$ cat config.mk
export PLATFORM = sky130hd
export DESIGN_NAME = cordic_nco_sched
export DESIGN_NICKNAME = d
export VERILOG_FILES = /design/src/rtl/dsp_pkg.sv /design/src/rtl/phase_bank.sv /design/src/rtl/cordic_nco_sched.sv
export SDC_FILE = /design/constraint.sdc
export NUM_CORES = 1
export LEC_CHECK = 0
export ABC_AREA = 0
export CORE_ASPECT_RATIO = 0.9
export CORE_MARGIN = 10
export CORE_UTILIZATION = 50
export DETAILED_ROUTE_END_ITERATION = 7
export PLACE_DENSITY_LB_ADDON = 0.08
export SETUP_SLACK_MARGIN = 0.1
export SLEW_MARGIN = 20
export SYNTH_ARGS = -nofsm -noshare
export SYNTH_HDL_FRONTEND = slang
export SYNTH_SLANG_ARGS = --single-unit
$ cat constraint.sdc
create_clock -name clk -period 8.5 [get_ports clk]
set_clock_uncertainty 0.05 [all_clocks]
set_input_delay 0.85 -clock clk [delete_from_list [all_inputs] [get_ports clk]]
set_output_delay 0.85 -clock clk [all_outputs]
set_load 0.01 [all_outputs]
$ cat src/rtl/dsp_pkg.sv
// Shared NCO/cordic definitions: scheduler state encoding, phase-turn size and tuning constants.
package dsp_pkg;

  typedef enum logic [1:0] {StIdle, StIssue, StWait, StOut} state_e;

  // 2**TurnBits phase units make one full turn of the oscillator.
  localparam int unsigned TurnBits = 32;

  localparam logic [TurnBits-1:0] Inc440Hz48k = 32'h0258BF25;

endpackage

$ cat src/rtl/phase_bank.sv
// Per-channel phase accumulators and phase increments.
// A clear beats an update of the same channel; an update always adds the old increment.
module phase_bank import dsp_pkg::*; #(
  parameter int unsigned WIDTH    = TurnBits,
  parameter int unsigned CHANNELS = 4,
  parameter int unsigned CH_BITS  = 2
) (
  input  logic               clk,
  input  logic               rst,
  input  logic               we,
  input  logic               clr,
  input  logic [CH_BITS-1:0] cfg_ch,
  input  logic [WIDTH-1:0]   cfg_inc,
  input  logic               upd,
  input  logic [CH_BITS-1:0] upd_ch,
  input  logic [CH_BITS-1:0] rd_ch,
  output logic [WIDTH-1:0]   rd_phase
);

  logic [WIDTH-1:0] phase_q [CHANNELS];
  logic [WIDTH-1:0] inc_q   [CHANNELS];

  // Addresses >= CHANNELS match no entry and are thereby ignored.
  always_ff @(posedge clk) begin
    if (rst) begin
      for (int i = 0; i < CHANNELS; i++) begin
        phase_q[i] <= '0;
        inc_q[i]   <= '0;
      end
    end else begin
      for (int i = 0; i < CHANNELS; i++) begin
        if (we && cfg_ch == CH_BITS'(i)) begin
          inc_q[i] <= cfg_inc;
        end
        if (clr && cfg_ch == CH_BITS'(i)) begin
          phase_q[i] <= '0;
        end else if (upd && upd_ch == CH_BITS'(i)) begin
          phase_q[i] <= phase_q[i] + inc_q[i];
        end
      end
    end
  end

  assign rd_phase = phase_q[rd_ch];

endmodule

$ cat src/rtl/cordic_nco_sched.sv
// Shares one external rotation-mode cordic among CHANNELS oscillators, one sweep per
// sample_tick, and streams (ch, cos, sin) out over valid/ready.
module cordic_nco_sched import dsp_pkg::*; #(
  parameter int unsigned     WIDTH          = TurnBits,
  parameter int unsigned     CHANNELS       = 4,
  parameter int unsigned     CH_BITS        = 2,
  parameter int unsigned     CORDIC_LATENCY = 0,
  parameter logic [WIDTH-1:0] AMPLITUDE     = WIDTH'(32'h40000000)
) (
  input  logic               clk,
  input  logic               rst,
  input  logic               sample_tick,
  input  logic               cfg_we,
  input  logic [CH_BITS-1:0] cfg_ch,
  input  logic [WIDTH-1:0]   cfg_inc,
  input  logic               cfg_clr,
  output logic [WIDTH-1:0]   cor_x0,
  output logic [WIDTH-1:0]   cor_y0,
  output logic [WIDTH-1:0]   cor_z0,
  input  logic [WIDTH-1:0]   cor_xn,
  input  logic [WIDTH-1:0]   cor_yn,
  output logic               m_valid,
  input  logic               m_ready,
  output logic [CH_BITS-1:0] m_ch,
  output logic [WIDTH-1:0]   m_cos,
  output logic [WIDTH-1:0]   m_sin,
  output logic               busy,
  output logic               overrun
);

  localparam int unsigned WcntBits = (CORDIC_LATENCY < 1) ? 1 : $clog2(CORDIC_LATENCY + 1);

  state_e              state;
  logic [CH_BITS-1:0]  ch;
  logic [WcntBits-1:0] wcnt;
  logic [WIDTH-1:0]    rd_phase;
  logic                upd;
  logic                last_ch;

  assign cor_x0  = AMPLITUDE;
  assign cor_y0  = '0;
  assign last_ch = (ch == CH_BITS'(CHANNELS - 1));
  // The accumulator advances exactly when the result of its channel is accepted.
  assign upd     = (state == StOut) && m_valid && m_ready;

  phase_bank #(
    .WIDTH    (WIDTH),
    .CHANNELS (CHANNELS),
    .CH_BITS  (CH_BITS)
  ) u_phase_bank (
    .clk      (clk),
    .rst      (rst),
    .we       (cfg_we),
    .clr      (cfg_clr),
    .cfg_ch   (cfg_ch),
    .cfg_inc  (cfg_inc),
    .upd      (upd),
    .upd_ch   (ch),
    .rd_ch    (ch),
    .rd_phase (rd_phase)
  );

  always_ff @(posedge clk) begin
    if (rst) begin
      state   <= StIdle;
      ch      <= '0;
      wcnt    <= '0;
      cor_z0  <= '0;
      m_valid <= 1'b0;
      m_ch    <= '0;
      m_cos   <= '0;
      m_sin   <= '0;
      busy    <= 1'b0;
      overrun <= 1'b0;
    end else begin
      // busy is already high in the cycle after an accepted tick, so that tick counts too.
      if (sample_tick && busy) begin
        overrun <= 1'b1;
      end
      unique case (state)
        StIdle: begin
          if (sample_tick) begin
            ch    <= '0;
            busy  <= 1'b1;
            state <= StIssue;
          end
        end
        StIssue: begin
          cor_z0 <= rd_phase;
          wcnt   <= WcntBits'(CORDIC_LATENCY);
          state  <= StWait;
        end
        StWait: begin
          if (wcnt != '0) begin
            wcnt <= wcnt - WcntBits'(1);
          end else begin
            m_cos   <= cor_xn;
            m_sin   <= cor_yn;
            m_ch    <= ch;
            m_valid <= 1'b1;
            state   <= StOut;
          end
        end
        StOut: begin
          if (m_valid && m_ready) begin
            m_valid <= 1'b0;
            if (last_ch) begin
              busy  <= 1'b0;
              state <= StIdle;
            end else begin
              ch    <= ch + CH_BITS'(1);
              state <= StIssue;
            end
          end
        end
        default: state <= StIdle;
      endcase
    end
  end

endmodule

==> impl_metrics.ini, run 1 <==
[min_path]
worstHoldPathType = register to register
hold_depth = 2

[job]
drv_cap = 0

[power]
power.static_leakage_nw = 9.73
peakVddDrop_v = 0.000149
sw_frac_of_total_pct = 28.6
p_per_area_mw_per_mm2 = 205
power.share.clock_pct = 34.5
seq_power_share_pct = 42.1
p_sw_mw = 1.45
p_comb_share_pct = 23.4
intPower_mw = 3.63

[floorplan]
num_io_pins = 269
initial_utilization_pct = 50.5
die_y_um = 215
rows = 71
dieArea_mm2 = 0.0507
core_area_mm2 = 0.0417
die_w_um = 236

[sta]
fin_tns_setup_ns = 0
fin_crit_ns = 3.41
fmax_ghz = 0.293
slew_viol_final = 0
setup_viol = 0
slew_headroom_pct = 27.2
post-route-period-util_pct = 40.1
finalHoldViolations = 0
worst_slew_pin_slew_ns = 1.09
holdWs_ns = 0.416
grt_setup_unrepaired = false

[status]
status = completed

[synth]
syn_inst = 2008
synth_edf_count = 256
synth-main-ff-cell = edfxtp_1
synthArstFlopShare_pct = 0
ys_seq_area_share_pct = 46.5
ys_seq_elements = 361
syn_avg_cell_area_um2 = 10.5
ys_warn_count = 0
syn_area_mm2 = 0.0210
synth.distinct_cells = 70

[grt]
grt_usage_pct = 22.2
grt_pass1_vias = 15241
antenna_found_initial = 6
overflow = 0
grt_pass1_wl_mm = 89.5
grt_max_degree = 107

[critical_path]
crit_chain = ha_1, fa_1, a21oi_1, o21ai_1, a211oi_1, o21bai_1, a21o_1, a31oi_2, nor3_1, or3_1
rrSetupSlack_ns = 5.09
critical_path_class = register to register
cp.required_ns = 8.74
start_kind = register
cp_slowest_cell = fa_1
crit_cells = 10
worst-path-max-fanout = 4
crit_arrival_ns = 3.65
cpPeakStageDelay_ns = 0.42
critPathTopFamily = compound AO/OA/AOI/OAI gates
crit_path_end_kind = register
crit_buf_inv = 0
rr_worst_depth = 10

[clock_tree]
cts_tree = built
clk_pin_slew_worst_paths_ns = 0.06
clk-insertion-delay-late_ns = 0.56
post_cts_buffers = 0
hold_buffers = 0
htreeDepth = 2
cts_resized = 0
cts_root_buf = clkbuf_16
cts_sinks = 361
cts-buffers-inserted = 41
clk_path_buf_depth = 3

[route]
drt-total-wl_mm = 58.4
vias = 15749
ant_nets = 0
first_pass_iters = 5
route.detailed.drc = 0
drt-wirelength-per-cell_um = 21.1
drt_iter0_markers = 1153
viasPerCell = 5.69

[layout]
multiInputGateArea_mm2 = 0.0106
n_fill_cell = 3565
fin_nets = 2428
final_common_cell = edfxtp_1
drive_above_1_share_pct = 6.40
final_cell_mix = edfxtp_1 (256), nor2_1 (253), clkdlybuf4s50_1 (203), and2_1 (145), ha_1 (131)
final_area_mm2 = 0.0248
area_growth_pct = 17.7
ff_latch_area_mm2 = 0.00979

[placed_design]
place_congestion = 0.924
dpl_cell_area_mm2 = 0.0234
portBuffers = 204
hpwl_mm = 44.1
synth_stat cells, drive strengths merged (15+ instances only):
cell type / n / area share [%]
xnor2: 48 / 2.0
nand3: 42 / 1.0
dfxtp: 105 / 10
mux4: 32 / 3.4
xor2: 39 / 1.6
a21o: 61 / 2.2
buf: 79 / 2.6
o21ai: 83 / 2.0
mux2i: 103 / 4.9
nor2: 253 / 4.5
nor3b: 15 / 0.54
a211oi: 20 / 0.76
nor3: 47 / 1.1
nand2: 93 / 1.7
inv: 39 / 0.70
o21bai: 17 / 0.61
nand2b: 16 / 0.48
o21a: 18 / 0.64
and3: 18 / 0.54
and2: 145 / 4.3
nand4: 15 / 0.48
a21oi: 119 / 2.8
edfxtp: 256 / 37
ha: 133 / 7.9
clkbuf: 70 / 1.2
final timing paths:
path | endpoint | startpoint
worst min register to register | overrun | overrun
worst min-delay path | overrun | overrun
worst max-delay path | u_phase_bank.phase_q[1][28] | u_phase_bank.phase_q[1][0]
worst max register to register | u_phase_bank.phase_q[1][28] | u_phase_bank.phase_q[1][0]
layer usage:
| metal | routed length [um] | global-route usage, % | up-vias |
|---|---|---|---|
| met5 | 0 | 0 | - |
| met4 | 976 | 5.28 | 0 |
| met3 | 5070 | 4.43 | 65 |
| met2 | 24600 | 32.3 | 580 |
| met1 | 27800 | 33.1 | 7559 |
| li1 | - | - | 7545 |
power by group through the flow:
| stage | combinational (mW) | clock (mW) | sequential, mW |
|---|---|---|---|
| after floorplan | 0.774 | 0 | 2.17 |
| after global placement | 1.17 | 0 | 2.17 |
| after detailed placement | 1.18 | 0 | 2.17 |
| after CTS | 1.19 | 1.80 | 2.14 |
| after global routing | 1.31 | 1.86 | 2.15 |
| final | 1.19 | 1.75 | 2.14 |
state kept, by name, indices dropped and copies added (netlist names):
| signal | flops |
|---|---|
| ch | 2 |
| m_cos | 32 |
| busy | 1 |
| cor_z0 | 32 |
| overrun | 1 |
| m_ch | 2 |
| m_sin | 32 |
| u_phase_bank.phase_q | 128 |
| m_valid | 1 |
| state | 2 |
| u_phase_bank.inc_q | 128 |
worst register-to-register path, stage by stage (launching register included):
cell and delay (ns):
edfxtp_1 0.40, ha_1 0.26, fa_1 0.42, a21oi_1 0.28, o21ai_1 0.12, a211oi_1 0.38
o21bai_1 0.22, a21o_1 0.29, a31oi_2 0.29, nor3_1 0.09, or3_1 0.35
area by class of cell:
type	count	area share, %
multi-input cells	1521	42.8
clock inverters	8	0.187
flip-flops and latches	361	39.5
repair buffers	223	8.90
inverters	39	0.591
clock buffers	68	5.21
diodes	1	0.0101
well taps	547	2.76
cells by family (layout without fill, tap and decap cells):
group	Yosys count	count (layout)	share of synthesized area [%]
DFF	361	361	46.5
other	2	65	0.0357
buffers and inverters	188	338	4.49
muxes	137	137	8.43
adders and majority gates	137	137	8.29
xor gates and xnor gates	87	87	3.62
and+or+nand+nor	700	700	16.5
AOI/OAI and AO/OA	396	396	12.1
through the flow:
stage	power (mW)	setup slack, ns	utilization, %	instances
3_3_place_gp	3.34	5.03	56.2	2690
2_1_floorplan	2.95	5.27	-	2070
5_1_grt	5.32	4.81	59.5	2767
6_report	5.08	5.09	59.5	2768
3_5_place_dp	3.36	5.00	56.2	2690
4_1_cts	5.13	5.10	59.4	2766
(Power assumes the default switching activity.)
==> inputs of run 2 (changes only) <==
==> constraint.sdc (replaced) <==
create_clock -name clk -period 3.04 [get_ports clk]
set_clock_uncertainty 0.05 [all_clocks]
set_input_delay 0.304 -clock clk [delete_from_list [all_inputs] [get_ports clk]]
set_output_delay 0.304 -clock clk [all_outputs]
set_load 0.01 [all_outputs]
==> run 2 against run 1 <==
Global-route usage rose by 0.47 points; via count rose by 1.8%; cell count rose by 2.8%; sequential cell count did not move; clock-buffer cell count fell by 14; fmax rose by 16%; critical path type unchanged; critical endpoint is now u_phase_bank.phase_q[1][31]; largest cell class unchanged; largest power group unchanged; highest routed layer unchanged.
==> impl_metrics.ini, run 2 (synthesis results as in run 1) <==
[floorplan]
rows = 71
dieArea_mm2 = 0.0507
num_io_pins = 269
die_y_um = 215
initial_utilization_pct = 50.5
die_w_um = 236
core_area_mm2 = 0.0417

[clock_tree]
cts-buffers-inserted = 41
cts_root_buf = clkbuf_16
clk_path_buf_depth = 3
cts_tree = built
clk-insertion-delay-late_ns = 0.57
cts_sinks = 361
clk_pin_slew_worst_paths_ns = 0.06
htreeDepth = 2

[sta]
fmax_ghz = 0.339
slew_viol_final = 0
worst_slew_pin_slew_ns = 0.818
slew_headroom_pct = 45.5
setup_viol = 0
grt_setup_unrepaired = true
fin_tns_setup_ns = 0
post-route-period-util_pct = 97.0
holdWs_ns = 0.0699
finalHoldViolations = 0
fin_ws_ns = 0.0927
fin_crit_ns = 2.95

[layout]
final_cells = 2845
multiInputGateArea_mm2 = 0.0110
fin_nets = 2504
final_cell_mix = edfxtp_1 (256), nor2_1 (253), clkdlybuf4s50_1 (203), and2_1 (145), a21oi_1 (114)
final_area_mm2 = 0.0258
post-route-util_pct = 62.0
drive_above_1_share_pct = 11.9
ff_latch_area_mm2 = 0.00979
final_common_cell = edfxtp_1
top_regs = u_phase_bank.inc_q: 128 flops, u_phase_bank.phase_q: 128 flops
n_fill_cell = 3468
area_growth_pct = 22.7

[power]
peakVddDrop_v = 0.000463
power.static_leakage_nw = 10.1
finalPower_mw = 14.6
p_per_area_mw_per_mm2 = 565

[status]
status = completed

[placed_design]
hpwl_mm = 45.2
place_ws_ns = -0.252
dpl_cell_area_mm2 = 0.0239
dp.cells = 2746
place_congestion = 0.929
portBuffers = 204

[route]
topRoutingLayerUsed = met4
ant_nets = 0
drt_iter0_markers = 984
first_pass_iters = 5
vias = 16037
route.met3.wl_mm = 5.29
wl_met2_mm = 25.4
viasPerCell = 5.64
drt-wirelength-per-cell_um = 20.9
met1_length_mm = 27.7
route.detailed.drc = 0
drt-total-wl_mm = 59.5

[critical_path]
start_kind = register
critical_path_class = register to register
cpPeakStageDelay_ns = 0.48
crit_arrival_ns = 3.20
cp_slowest_cell = edfxtp_1
critPathTopFamily = compound AO/OA/AOI/OAI gates
cp.required_ns = 3.29
crit_buf_inv = 0
crit_chain = ha_4, a211oi_2, o21ai_1, nand2_1, a211o_1, a21o_1, a2111o_1, a31oi_1, mux2_1
worst-path-max-fanout = 3
crit_path_end_kind = register

[grt]
overflow = 0
grt_pass1_vias = 15708
grt_max_degree = 78
antenna_found_initial = 1
grt_usage_pct = 22.7
grt_pass1_wl_mm = 91.1

[min_path]
worstHoldPathType = input pin to register

[job]
drv_cap = 0
==> run 2: cell types whose count changed in the layout (fill, tap and decap cells not counted), moves of 6 or more <==
cell      delta
buf_4       +73
clkbuf_1     -8
ha_1        -21
ha_2         +6
ha_4        +15
nor3_2       +6
o21ai_0      -7
==> run 2: final timing paths <==
| check | startpoint | endpoint | slack (ns) | cells past startpoint |
|---|---|---|---|---|
| worst max register to register | u_phase_bank.phase_q[1][1] | u_phase_bank.phase_q[1][31] | 0.09 | 9 |
| worst max-delay path | u_phase_bank.phase_q[1][1] | u_phase_bank.phase_q[1][31] | 0.09 | 9 |
| worst min-delay path | rst | cor_z0[19] | 0.07 | 2 |
| worst min register to register | m_sin[1] | m_sin[1] | 0.44 | 2 |
==> run 2: layout make-up <==
class | instances | share of cell area (%)
timing repair buffer | 299 | 10.9
inverter | 39 | 0.567
sequential | 361 | 37.9
tap | 547 | 2.65
clock inverter | 21 | 0.819
clock buffer | 54 | 4.48
antenna | 3 | 0.0291
multi-input combinational | 1521 | 42.6
==> run 2: repair_timing <==
action | in CTS | in global routing
buffers inserted | 11 | 10
hold endpoints to repair | 0 | 0
hold buffers | 0 | 0
pin swaps | 24 | 19
gates resized for setup | 30 | 39
setup endpoints to repair | 24 | 39
==> run 2: metal layers <==
metal / track usage (%) / vias to the layer above
met4: 5.20 / 0
met2: 34.3 / 575
met5: 0 / -
met3: 4.43 / 68
li1: - / 7707
met1: 32.9 / 7687
==> run 2: power by group <==
part | total, mW | internal, mW | switching (mW)
registers | 5.99 | 5.71 | 0.281
logic | 3.55 | 1.69 | 1.86
clock network | 5.06 | 3.02 | 2.04
==> run 2: worst reg2reg max path: cells and delay by family, from the launching register on <==
family	cells	cell delay, ns
compound gates	6	1.37
fa+ha+maj	1	0.32
flops	1	0.48
mux	1	0.35
simple gates	1	0.10
==> inputs of run 3 (changes only) <==
--- a/config.mk
+++ b/config.mk
@@ -8,7 +8,7 @@
 export ABC_AREA = 0
 export CORE_ASPECT_RATIO = 0.9
 export CORE_MARGIN = 10
-export CORE_UTILIZATION = 50
+export CORE_UTILIZATION = 35
 export DETAILED_ROUTE_END_ITERATION = 7
 export PLACE_DENSITY_LB_ADDON = 0.08
 export SETUP_SLACK_MARGIN = 0.1
==> run 3 against run 2 <==
Clock-buffer cell count is 9 higher; worst hold slack better by 0.12 ns; die area is 39% higher; combinational power is 1% higher; sequential cell count stayed put; non-clock buffer count is 18 higher; register-to-register slack better by 0.03 ns; core utilization is 18 points lower; setup slack better by 0.025 ns; highest routed layer unchanged.
==> impl_metrics.ini, run 3 (synthesis results as in run 1) <==
[floorplan]
rows = 85
num_io_pins = 269
die_w_um = 278
dieArea_mm2 = 0.0704
die_y_um = 253
initial_utilization_pct = 35.3
core_area_mm2 = 0.0597

[layout]
diodes = 0
n_fill_cell = 5621
drive_above_1_share_pct = 12.4
fin_nets = 2525
final_cells = 3103
final_common_cell = edfxtp_1
final_area_mm2 = 0.0262
area_growth_pct = 24.7
final_cell_mix = edfxtp_1 (256), nor2_1 (253), clkdlybuf4s50_1 (203), and2_1 (145), ha_1 (118)
top_regs = u_phase_bank.inc_q: 128 flops, u_phase_bank.phase_q: 128 flops

[critical_path]
start_kind = register
critical_path_class = register to register
cpPeakStageDelay_ns = 0.45
crit_arrival_ns = 3.20
worst-path-max-fanout = 4
crit_path_end_kind = register
cp.required_ns = 3.32
crit_chain = ha_4, o211ai_1, o21ai_2, nand2_1, a211o_1, a21o_1, a2111o_1, a31oi_1, mux2_1
cp_slowest_cell = edfxtp_1

[sta]
fin_crit_ns = 2.92
worst_slew_pin_slew_ns = 0.780
setup_viol = 0
post-route-period-util_pct = 96.1
slew_headroom_pct = 47.3
finalHoldViolations = 0
fin_tns_setup_ns = 0
slew_viol_final = 0
fin_ws_ns = 0.118
grt_setup_unrepaired = true
fmax_ghz = 0.342

[clock_tree]
clk_path_buf_depth = 3
cts_root_buf = clkbuf_16
cts_tree = built
clk_pin_slew_worst_paths_ns = 0.06
cts-buffers-inserted = 44
htreeDepth = 2
clk-insertion-delay-late_ns = 0.58
cts_sinks = 361

[grt]
grt_max_degree = 118
grt_pass1_vias = 15769
grt_usage_pct = 18.1
grt_pass1_wl_mm = 98.1
overflow = 0
antenna_found_initial = 5

[power]
finalPower_mw = 14.8
power.share.clock_pct = 35.3
sw_frac_of_total_pct = 29.5
p_sw_mw = 4.37
p_comb_share_pct = 24.3
seq_power_share_pct = 40.4
power.static_leakage_nw = 10.3
intPower_mw = 10.5
peakVddDrop_v = 0.000335
p_per_area_mw_per_mm2 = 565

[placed_design]
dp.cells = 3002
place_congestion = 0.901
hpwl_mm = 49.6
dpl_cell_area_mm2 = 0.0243
portBuffers = 204
place_ws_ns = -0.0941

[route]
vias = 15924
route.detailed.drc = 0
viasPerCell = 5.13
drt-total-wl_mm = 65.3
first_pass_iters = 8
drt_iter0_markers = 1113
drt-wirelength-per-cell_um = 21.0
ant_nets = 0

[min_path]
worstHoldPathType = input pin to register

[job]
drv_cap = 0

[status]
status = completed
## run 3: what timing repair did
item,CTS,global route
hold endpoints to repair,0,0
pin swaps,14,28
gates resized for setup,16,46
setup buffers,8,11
setup endpoints to repair,9,42
hold buffers,0,0
## run 3: routing by layer
layer	wire [um]	up-vias	global-route usage (%)
met5	0	-	0
met4	1120	0	4.08
met3	3610	65	2.99
met2	27600	430	27.3
met1	32900	7690	26.6
li1	-	7739	-
## run 3: final cells by class
class / count / area [um^2] / area share [%]
Multi-Input combinational cell: 1521 / 11000 / 41.8
Sequential cell: 361 / 9790 / 37.3
Timing Repair Buffer: 317 / 2950 / 11.2
Clock buffer: 63 / 1290 / 4.92
Tap cell: 783 / 980 / 3.73
Inverter: 39 / 146 / 0.558
Clock inverter: 19 / 123 / 0.467
## run 3: metrics by stage
step | utilization (%) | hold slack, ns
after CTS | 43.4 | 0.248
after detailed placement | 40.8 | 0.407
after global placement | 40.8 | 0.399
after floorplan | - | 0.399
after global routing | 44.0 | 0.222
final | 44.0 | 0.187
## run 3: worst paths after layout
path	start	to	slack (ns)	depth (start not counted)
worst max-delay path	u_phase_bank.phase_q[1][3]	u_phase_bank.phase_q[1][31]	0.12	9
worst min-delay path	rst	cor_z0[18]	0.19	3
worst max register to register	u_phase_bank.phase_q[1][3]	u_phase_bank.phase_q[1][31]	0.12	9
worst min register to register	overrun	overrun	0.42	2
## run 3: power by group through the flow
stage / clock network, mW / logic (mW) / registers (mW)
3_3_place_gp: 0 / 3.49 / 6.07
2_1_floorplan: 0 / 2.16 / 6.08
5_1_grt: 5.59 / 3.94 / 6.03
6_report: 5.24 / 3.60 / 5.99
3_5_place_dp: 0 / 3.50 / 6.08
4_1_cts: 5.40 / 3.54 / 5.99
## run 3: worst max-delay path, delay by kind of cell (launching register included)
family / cells / cell delay (ns)
flip-flops: 1 / 0.45
AO/OA/AOI/OAI: 6 / 1.44
AND/OR/NAND/NOR: 1 / 0.10
multiplexers: 1 / 0.34
adder cells (fa/ha/maj): 1 / 0.32
